<file path="src/rtl/muldiv_pkg.sv">
// muldiv_pkg: shared encodings and helpers for the iterative multiply/divide unit.
//   - MD_* : request opcodes carried on req_op
//   - ST_* : controller state encoding
//   - cnt_w(): width of the iteration counter, which must hold WIDTH/STEP
package muldiv_pkg;

  localparam logic [1:0] MD_MULT  = 2'd0;
  localparam logic [1:0] MD_MULTU = 2'd1;
  localparam logic [1:0] MD_DIV   = 2'd2;
  localparam logic [1:0] MD_DIVU  = 2'd3;

  localparam logic [1:0] ST_IDLE  = 2'd0;
  localparam logic [1:0] ST_MUL   = 2'd1;
  localparam logic [1:0] ST_DIV   = 2'd2;
  localparam logic [1:0] ST_DONE  = 2'd3;

  function automatic int cnt_w(input int width, input int step);
    return $clog2(width / step + 1);
  endfunction

endpackage

</file>
<file path="src/rtl/muldiv_div_step.sv">
// muldiv_div_step: combinational STEP-bit slice of a restoring divider.
//   rem_i : partial remainder (always < dvs_i)
//   dvd_i : dividend bits still to be consumed (MSB first); quotient bits
//           are shifted in at the bottom as dividend bits leave the top
//   dvs_i : divisor magnitude
//   rem_o / dvd_o : state after STEP quotient bits have been resolved
module muldiv_div_step #(
  parameter int WIDTH = 32,
  parameter int STEP  = 1
) (
  input  logic [WIDTH-1:0] rem_i,
  input  logic [WIDTH-1:0] dvd_i,
  input  logic [WIDTH-1:0] dvs_i,
  output logic [WIDTH-1:0] rem_o,
  output logic [WIDTH-1:0] dvd_o
);

  logic [WIDTH:0]   t;
  logic [WIDTH-1:0] r;
  logic [WIDTH-1:0] d;

  always_comb begin
    r = rem_i;
    d = dvd_i;
    t = '0;
    for (int s = 0; s < STEP; s++) begin
      // remainder < divisor, so the shifted trial value fits in WIDTH+1 bits
      t = {r, d[WIDTH-1]};
      d = {d[WIDTH-2:0], 1'b0};
      if (t >= {1'b0, dvs_i}) begin
        t    = t - {1'b0, dvs_i};
        d[0] = 1'b1;
      end
      r = t[WIDTH-1:0];
    end
    rem_o = r;
    dvd_o = d;
  end

endmodule

</file>
<file path="src/rtl/muldiv_unit.sv">
// muldiv_unit: iterative MULT/MULTU/DIV/DIVU unit for the HI/LO path.
//   clk, rst (async, active low)
//   req_valid/req_ready/req_op/src_a/src_b : request handshake, accepted only in IDLE
//   flush       : aborts MUL/DIV/DONE and blocks acceptance in IDLE
//   resp_valid/resp_ready/resp_hi/resp_lo  : {hi, lo} result, held while in DONE
//   stall_req   : EXU stall (request blocked, or response not yet taken)
// Build option MULDIV_FAST_MUL_EN: multiplies use a single combinational
// product in the one-cycle finalize stage instead of the shift-add loop.
module muldiv_unit
  import muldiv_pkg::*;
#(
  parameter int WIDTH = 32,
  parameter int STEP  = 1
) (
  input  logic             clk,
  input  logic             rst,
  input  logic             req_valid,
  output logic             req_ready,
  input  logic [1:0]       req_op,
  input  logic [WIDTH-1:0] src_a,
  input  logic [WIDTH-1:0] src_b,
  input  logic             flush,
  output logic             resp_valid,
  input  logic             resp_ready,
  output logic [WIDTH-1:0] resp_hi,
  output logic [WIDTH-1:0] resp_lo,
  output logic             stall_req
);

  localparam int CW = cnt_w(WIDTH, STEP);

  logic [1:0]         state_q, state_d;
  logic [CW-1:0]      cnt_q, cnt_d;
  logic [1:0]         op_q, op_d;
  logic               a_neg_q, a_neg_d, b_neg_q, b_neg_d;
  // x: multiply -> shifted multiplicand; divide -> {remainder, dividend/quotient}
  logic [2*WIDTH-1:0] x_q, x_d;
  // y: multiply -> multiplier shifting right; divide -> divisor
  logic [WIDTH-1:0]   y_q, y_d;
  logic [2*WIDTH-1:0] p_q, p_d;
  logic [WIDTH-1:0]   hi_q, hi_d, lo_q, lo_d;

  logic               req_sgn, req_a_neg, req_b_neg;
  logic [WIDTH-1:0]   req_a_mag, req_b_mag;
  logic [2*WIDTH-1:0] p_nx, m_nx, mul_prod, mul_res;
  logic [WIDTH-1:0]   y_nx, rem_nx, dvd_nx, quo_f, rem_f, a_raw;
  logic               res_neg;

  assign req_sgn   = (req_op == MD_MULT) || (req_op == MD_DIV);
  assign req_a_neg = req_sgn & src_a[WIDTH-1];
  assign req_b_neg = req_sgn & src_b[WIDTH-1];
  assign req_a_mag = req_a_neg ? -src_a : src_a;
  assign req_b_mag = req_b_neg ? -src_b : src_b;

  // Shift-add: STEP multiplier bits per cycle, LSB first.
  always_comb begin
    p_nx = p_q;
    m_nx = x_q;
    y_nx = y_q;
    for (int s = 0; s < STEP; s++) begin
      if (y_nx[0]) p_nx = p_nx + m_nx;
      m_nx = m_nx << 1;
      y_nx = y_nx >> 1;
    end
  end

  muldiv_div_step #(.WIDTH(WIDTH), .STEP(STEP)) u_div_step (
    .rem_i (x_q[2*WIDTH-1:WIDTH]),
    .dvd_i (x_q[WIDTH-1:0]),
    .dvs_i (y_q),
    .rem_o (rem_nx),
    .dvd_o (dvd_nx)
  );

`ifdef MULDIV_FAST_MUL_EN
  assign mul_prod = {{WIDTH{1'b0}}, x_q[WIDTH-1:0]} * {{WIDTH{1'b0}}, y_q};
`else
  assign mul_prod = p_q;
`endif

  // Sign flags are only ever set for signed ops, so no op check is needed here.
  assign res_neg = a_neg_q ^ b_neg_q;
  assign mul_res = res_neg ? -mul_prod : mul_prod;
  assign quo_f   = res_neg ? -x_q[WIDTH-1:0] : x_q[WIDTH-1:0];
  assign rem_f   = a_neg_q ? -x_q[2*WIDTH-1:WIDTH] : x_q[2*WIDTH-1:WIDTH];
  // Divide-by-zero never iterates, so the low half still holds |src_a|.
  assign a_raw   = a_neg_q ? -x_q[WIDTH-1:0] : x_q[WIDTH-1:0];

  always_comb begin
    state_d = state_q;
    cnt_d   = cnt_q;
    op_d    = op_q;
    a_neg_d = a_neg_q;
    b_neg_d = b_neg_q;
    x_d     = x_q;
    y_d     = y_q;
    p_d     = p_q;
    hi_d    = hi_q;
    lo_d    = lo_q;
    case (state_q)
      ST_IDLE: begin
        if (req_valid && !flush) begin
          op_d    = req_op;
          a_neg_d = req_a_neg;
          b_neg_d = req_b_neg;
          x_d     = {{WIDTH{1'b0}}, req_a_mag};
          y_d     = req_b_mag;
          p_d     = '0;
          if (req_op[1]) begin
            state_d = ST_DIV;
            cnt_d   = (src_b == '0) ? '0 : CW'(WIDTH / STEP);
          end else begin
`ifdef MULDIV_FAST_MUL_EN
            // Straight to the single finalize cycle, which holds the product.
            state_d = ST_DIV;
            cnt_d   = '0;
`else
            state_d = ST_MUL;
            cnt_d   = CW'(WIDTH / STEP);
`endif
          end
        end
      end
      ST_MUL, ST_DIV: begin
        if (flush) begin
          state_d = ST_IDLE;
        end else if (cnt_q != '0) begin
          cnt_d = cnt_q - CW'(1);
          if (state_q == ST_MUL) begin
            p_d = p_nx;
            x_d = m_nx;
            y_d = y_nx;
          end else begin
            x_d = {rem_nx, dvd_nx};
          end
        end else begin
          // Finalize: sign fix-up on the way into DONE.
          state_d = ST_DONE;
          if (!op_q[1]) begin
            {hi_d, lo_d} = mul_res;
          end else if (y_q == '0) begin
            hi_d = a_raw;
            lo_d = '1;
          end else begin
            hi_d = rem_f;
            lo_d = quo_f;
          end
        end
      end
      ST_DONE: begin
        if (flush || resp_ready) state_d = ST_IDLE;
      end
      default: state_d = ST_IDLE;
    endcase
  end

  always_ff @(posedge clk or negedge rst) begin
    if (!rst) begin
      state_q <= ST_IDLE;
      cnt_q   <= '0;
      op_q    <= MD_MULT;
      a_neg_q <= 1'b0;
      b_neg_q <= 1'b0;
      x_q     <= '0;
      y_q     <= '0;
      p_q     <= '0;
      hi_q    <= '0;
      lo_q    <= '0;
    end else begin
      state_q <= state_d;
      cnt_q   <= cnt_d;
      op_q    <= op_d;
      a_neg_q <= a_neg_d;
      b_neg_q <= b_neg_d;
      x_q     <= x_d;
      y_q     <= y_d;
      p_q     <= p_d;
      hi_q    <= hi_d;
      lo_q    <= lo_d;
    end
  end

  assign req_ready  = (state_q == ST_IDLE);
  assign resp_valid = (state_q == ST_DONE);
  assign resp_hi    = hi_q;
  assign resp_lo    = lo_q;
  assign stall_req  = (req_valid & ~req_ready) | (resp_valid & ~resp_ready);

endmodule

</file>
<file path="config.mk">
export PLATFORM = sky130hd
export DESIGN_NAME = muldiv_unit
export DESIGN_NICKNAME = d
export VERILOG_FILES = /design/src/rtl/muldiv_pkg.sv /design/src/rtl/muldiv_div_step.sv /design/src/rtl/muldiv_unit.sv
export SDC_FILE = /design/constraint.sdc
export NUM_CORES = 1
export LEC_CHECK = 0
export CORE_UTILIZATION = 35
export DETAILED_ROUTE_END_ITERATION = 8
export GPL_ROUTABILITY_DRIVEN = 0
export PLACE_DENSITY = 0.56
export SLEW_MARGIN = 20
export SYNTH_ARGS = -nofsm -noshare
export SYNTH_HDL_FRONTEND = slang
export SYNTH_SLANG_ARGS = --single-unit
</file>
<file path="constraint.sdc">
create_clock -name clk -period 8.8 [get_ports clk]
set_clock_uncertainty 0.15 [all_clocks]
set_input_delay 1.76 -clock clk [delete_from_list [all_inputs] [get_ports clk]]
set_output_delay 1.76 -clock clk [all_outputs]
set_load 0.02 [all_outputs]
</file>
==> impl_metrics.ini, run 1 <==
[finish]
final_core_util = 0.410
fin_area_sq_um = 23100
layout.nets = 2736
drive_gt1_frac = 0.0449
synthToLayoutAreaGrowth_pct = 15.8

[synth]
synthArstFlopShare = 1.00
synth_nets = 2698
synth_edf_count = 0
postSynthCellCount = 2520
yosysTopAreaCell = dfrtp_1
synth_cell_types = 79
ys_warn_count = 0
synth-seq-cells = 235
ys_seq_area_frac = 0.295
syn_avg_cell_area_sq_um = 7.90
synth_area_leaders = dfrtp_1, o21ai_0, xnor2_1, ha_1, nand2_1
syn_area_sq_um = 19900
synthFlopType = dfrtp_1
synth_top_area_frac = 0.295

[sta]
worst_pin_slew_ps = 1020
rsz0062_at_grt = no
setup_tns_ps = 0
hold_viol = 0
relSlewSlack = 0.323
maxSlewViolCount = 0
period_needed_ps = 5010
min_period_over_period = 0.569
finalSetupViolCount = 0
fmax_ghz = 0.200

[pwr]
p_leak_nw = 10.0
p_int_mw = 4.36
p_clk_frac = 0.160
switching_share = 0.498
netSwitchingPower_mw = 4.32
p_per_area_nw_per_um2 = 376
ir_drop_v = 0.000338
power.total_mw = 8.68
combPwrFrac = 0.612
seqPwrFrac = 0.228

[clock_tree]
post_cts_resized = 0
cts_hold_buf = 0
cts_buffer_depth = 3
clock_latency_ps = 610
post_cts_buffers = 0
clkSinkCount = 235
cts_tree = built
clkTransAtPathRegs_ps = 60
numCtsBuffers = 31
htree_levels = 1
cts_root_buf = clkbuf_16

[placement]
place_hpwl_microns = 49300
portBuffers = 137
dpl_cell_area_sq_um = 21900

[critical_path]
worstPathRequired_ps = 6890
worstPathArrival_ps = 3100
rr_worst_depth = 14
timing.rr.start = x_q[0]$_DFFE_PN0P_
criticalPathCategory = input port to primary output
cp-end-kind = primary output
reg2reg_to = mul_prod[62]$_DFFE_PN0P_
startpoint_type = input port
reg2reg_slack_ps = 4020
cp_max_fo = 4

[die]
rows = 87
ios = 138
start_util = 0.354
die_y_microns = 241
core-area_sq_um = 56300
fp.dieW_microns = 241
fp.dieArea_sq_um = 57900

[global_route]
antenna_found_initial = 7
grt_pass1_wl_microns = 103000
grt_start_max_net_pins = 118
grt_pass1_vias = 18200
overflow = 0
grt_util_all_layers = 0.227

[route]
dr.pass1.iters = 6
antenna_left = 0
via_per_inst = 5.66
vias = 18900
post-route-drc-count = 0
routed_wl_microns = 65400
wire_per_inst_microns = 19.6
drt_iter0_drc = 1370

[hold_path]
holdPathStages = 2
hold_path.class = flip-flop to flip-flop
hold_start = resp_hi[17]$_DFFE_PN0P_
whs_endpoint = resp_hi[17]$_DFFE_PN0P_

[run]
cap_violations = 0

[run_status]
outcome = completed
[worst max-delay path by stage]
| stage | start | to | slack (ps) | cells after the start |
|---|---|---|---|---|
| final | req_valid | stall_req | 3790 | 4 |
| after global routing | src_a[3] | x_q[28]$_DFFE_PN0P_ | 3680 | 11 |
| after CTS | req_valid | stall_req | 3780 | 4 |
| after detailed placement | src_a[3] | x_q[28]$_DFFE_PN0P_ | 3380 | 11 |
| after global placement | src_a[3] | x_q[28]$_DFFE_PN0P_ | 3470 | 11 |
| after floorplan | src_b[8] | y_q[30]$_DFFE_PN0P_ | 4410 | 10 |
[logic make-up (layout without fill, tap and decap cells)]
| kind of cell | count (synthesis) | after routing | synth area share |
|---|---|---|---|
| muxes | 34 | 34 | 0.0179 |
| AOI/OAI and AO/OA | 886 | 886 | 0.275 |
| buffers and inverters | 226 | 288 | 0.0433 |
| and+or+nand+nor | 743 | 743 | 0.174 |
| xor gates and xnor gates | 289 | 289 | 0.127 |
| DFF | 235 | 235 | 0.295 |
| other | 0 | 6 | 0 |
| adders and majority gates | 107 | 107 | 0.0680 |
[stage by stage]
| step | hold slack, ps | worst slack, ps | cells |
|---|---|---|---|
| 2_1_floorplan | 303 | 4410 | 2520 |
| 3_3_place_gp | 310 | 3470 | 3281 |
| 3_5_place_dp | 319 | 3380 | 3281 |
| 4_1_cts | 333 | 3780 | 3338 |
| 5_1_grt | 346 | 3680 | 3344 |
| 6_report | 325 | 3790 | 3344 |
[area by class of cell]
class / instances / area (sq um)
Clock inverter: 11 / 206
Inverter: 72 / 270
Fill cell: 5754 / 33200
Multi-Input combinational cell: 2059 / 13300
Tap cell: 756 / 946
Sequential cell: 235 / 5890
Antenna cell: 6 / 15.0
Clock buffer: 46 / 922
Timing Repair Buffer: 159 / 1540
[cells in the final DEF (no fill, tap or decap), types with 64 or more instances in the layout]
cell type	synthesis	layout
nand2_1	324	323
o21ai_0	290	290
xnor2_1	162	161
ha_1	105	104
a21oi_1	218	218
nor2_1	160	159
inv_1	71	71
dfrtp_1	235	233
clkdlybuf4s50_1	0	136
a21o_1	64	64
xor2_1	127	126
[worst max-delay path: stages]
cell and delay [ps]:
clkdlybuf4s50_1 540, inv_1 50, o21ai_0 130, clkdlybuf4s50_1 620
[power by group through the flow]
stage,combinational [mW],sequential [mW],clock [mW]
after global routing,5.87,2.02,1.46
after floorplan,3.79,1.83,0
after global placement,5.22,1.97,0
final,5.31,1.97,1.39
after CTS,5.30,1.97,1.42
after detailed placement,5.27,1.99,0
[routing by layer]
metal / vias up / share of wire / GRT usage
met5: - / 0 / 0
met4: 0 / 0.038 / 0.0863
met3: 124 / 0.065 / 0.0373
met2: 618 / 0.44 / 0.356
met1: 9002 / 0.46 / 0.310
li1: 9186 / - / -
[cells in the mapped netlist, drive strengths merged, types with 27 or more instances]
master  count
a21o       64
a21oi     218
a22o       58
a31oi      27
clkbuf    133
dfrtp     235
ha        105
inv        71
mux2i      30
nand2     324
nand3      31
nor2      160
nor3       39
nor4       29
o21ai     305
o22ai      36
o31ai      54
or3        29
xnor2     162
xor2      127
[registers in the layout, indices dropped and copies added, names as in the netlist]
signal and count:
mul_prod 64, x_q 64, resp_hi 32, resp_lo 32, y_q 32, cnt_q 6, state_q 2, a_neg_q 1
b_neg_q 1, op_q 1
No activity file was read; power rests on OpenSTA's default activity.
==> run 2: changes to the inputs <==
--- a/config.mk
+++ b/config.mk
@@ -8,7 +8,7 @@
 export CORE_UTILIZATION = 35
 export DETAILED_ROUTE_END_ITERATION = 8
 export GPL_ROUTABILITY_DRIVEN = 0
-export PLACE_DENSITY = 0.56
+export PLACE_DENSITY = 0.58
 export SLEW_MARGIN = 20
 export SYNTH_ARGS = -nofsm -noshare
 export SYNTH_HDL_FRONTEND = slang
==> constraint.sdc (replaced) <==
create_clock -name clk -period 4.2 [get_ports clk]
set_clock_uncertainty 0.15 [all_clocks]
set_input_delay 0.84 -clock clk [delete_from_list [all_inputs] [get_ports clk]]
set_output_delay 0.84 -clock clk [all_outputs]
set_load 0.02 [all_outputs]
==> run 2 against run 1 <==
First-iteration DRC count up 22%; sequential share of layout area fell by 0.76 points; non-clock buffer count up 93; wire length is 3.6% higher; core utilization increased by 1.3 points; hold slack lost 180 ps; critical path depth rose by 7; global-route usage increased by 0.75 points; count of clock-buffer cells in the layout down 4; flip-flop and latch count did not move; largest cell class unchanged; largest power group unchanged.
==> impl_metrics.ini, run 2 (same netlist as run 1, synthesis figures left out) <==
[run_status]
outcome = completed

[critical_path]
path_common_cell = buf_4
crit_chain = buf_4, nor3_1, and3_1, nand3_1, or3_1, or4_1, buf_4, o31ai_1, xnor2_1, o22ai_1, o21ai_0
cpPeakStageDelay_ps = 600
worstPathArrival_ps = 4290
reg2reg_slack_ps = 260
cp-end-kind = flip-flop
rr_worst_depth = 11
timing.rr.start = x_q[3]$_DFFE_PN0P_
slowest_stage = or4_1
reg2reg_to = resp_lo[25]$_DFFE_PN0P_
criticalPathCategory = flip-flop to flip-flop
startpoint_type = flip-flop
worstPathRequired_ps = 4550
crit_path_end = resp_lo[25]$_DFFE_PN0P_
crit_start = x_q[3]$_DFFE_PN0P_
cp_max_fo = 6

[die]
core-area_sq_um = 56300
ios = 138
start_util = 0.354
die_y_microns = 241
fp.dieW_microns = 241
rows = 87
fp.dieArea_sq_um = 57900

[pwr]
p_leak_nw = 10.5
ir_drop_v = 0.000426
p_per_area_nw_per_um2 = 788

[sta]
min_period_over_period = 0.938
setup_tns_ps = 0
finalSetupViolCount = 0
rsz0062_at_grt = no
period_needed_ps = 3940
fmax_ghz = 0.254
maxSlewViolCount = 0
relSlewSlack = 0.256
hold_viol = 0
worst_pin_slew_ps = 1120

[placement]
place_hpwl_microns = 51700
portBuffers = 137
dp_cells = 3372

[clock_tree]
clkTransAtPathRegs_ps = 60
cts_buffer_depth = 3
cts_root_buf = clkbuf_16
clkSinkCount = 235
htree_levels = 1
cts_tree = built
numCtsBuffers = 30
post_cts_buffers = 0
clock_latency_ps = 580
cts_hold_buf = 0

[route]
via_per_inst = 5.67
routed_wl_microns = 67800
antenna_left = 0
vias = 19500
dr.pass1.iters = 5
drt_iter0_drc = 1675
wire_per_inst_microns = 19.8
post-route-drc-count = 0

[global_route]
grt_start_max_net_pins = 111
grt_pass1_wl_microns = 107000
antenna_found_initial = 1
grt_pass1_vias = 18400
overflow = 0
grt_util_all_layers = 0.234

[run]
cap_violations = 0

[finish]
stdcell_count = 3430
synthToLayoutAreaGrowth_pct = 19.3
layout_commonest_cell = nand2_1
antenna_cells = 0
drive_gt1_frac = 0.0793
layout_common_cells = nand2_1, o21ai_0, dfrtp_1, a21oi_1, xnor2_1
layout.nets = 2828

[hold_path]
hold_path.class = input port to async pin
## run 2: worst min-delay path by stage
stage,start,cells past startpoint,endpoint
floorplan,cnt_q[0]$_DFFE_PN0P_,1,cnt_q[0]$_DFFE_PN0P_
global placement,resp_hi[11]$_DFFE_PN0P_,2,resp_hi[11]$_DFFE_PN0P_
detailed placement,resp_lo[2]$_DFFE_PN0P_,2,resp_lo[2]$_DFFE_PN0P_
CTS,rst,1,state_q[0]$_DFFE_PN0P_
global route,rst,1,state_q[0]$_DFFE_PN0P_
finish,rst,1,state_q[0]$_DFFE_PN0P_
## run 2: power by group
part           internal (mW)  switching, mW  leakage (nW)  total [mW]
clock network           1.65           1.09         0.516        2.74
logic                   4.73           7.26          6.84        12.0
registers               2.99           1.02          3.11        4.00
total                   9.37           9.37          10.5        18.7
## run 2: worst max-delay path: cells and delay by family, from the launching register on
kind,cells,cell delay (ps)
simple gates,5,1940
compound gates,3,600
flops,1,430
buf+inv,2,400
xor+xnor,1,320
## run 2: timing repair
action,4_1_cts,5_1_grt
hold endpoints to repair,0,0
setup endpoints to repair,0,2
resized for setup,0,2
## run 2: metrics by stage
step | hold slack, ps | cell area [sq um] | power (mW) | setup WS [ps] | util
4_1_cts | 218 | 23700 | 18.6 | 132 | 0.421
2_1_floorplan | 303 | 19900 | 11.8 | 650 | -
3_5_place_dp | 320 | 22700 | 15.8 | 145 | 0.403
6_report | 140 | 23800 | 18.7 | 259 | 0.422
3_3_place_gp | 310 | 22700 | 15.7 | 90.1 | 0.403
5_1_grt | 214 | 23800 | 20.1 | 69.8 | 0.422
## run 2: routing by layer
metal | up-vias | GRT usage | share of wire
li1 | 9341 | - | -
met1 | 9301 | 0.336 | 0.46
met2 | 689 | 0.365 | 0.44
met3 | 122 | 0.0292 | 0.072
met4 | 0 | 0.0689 | 0.029
met5 | - | 0 | 0
## run 2: area by class of cell
cell class / count / area (sq um)
tap: 756 / 946
clock inverter: 14 / 161
multi-input combinational: 2059 / 13300
fill: 5656 / 32500
clock buffer: 42 / 887
sequential: 235 / 5890
timing repair buffer: 252 / 2330
inverter: 72 / 270
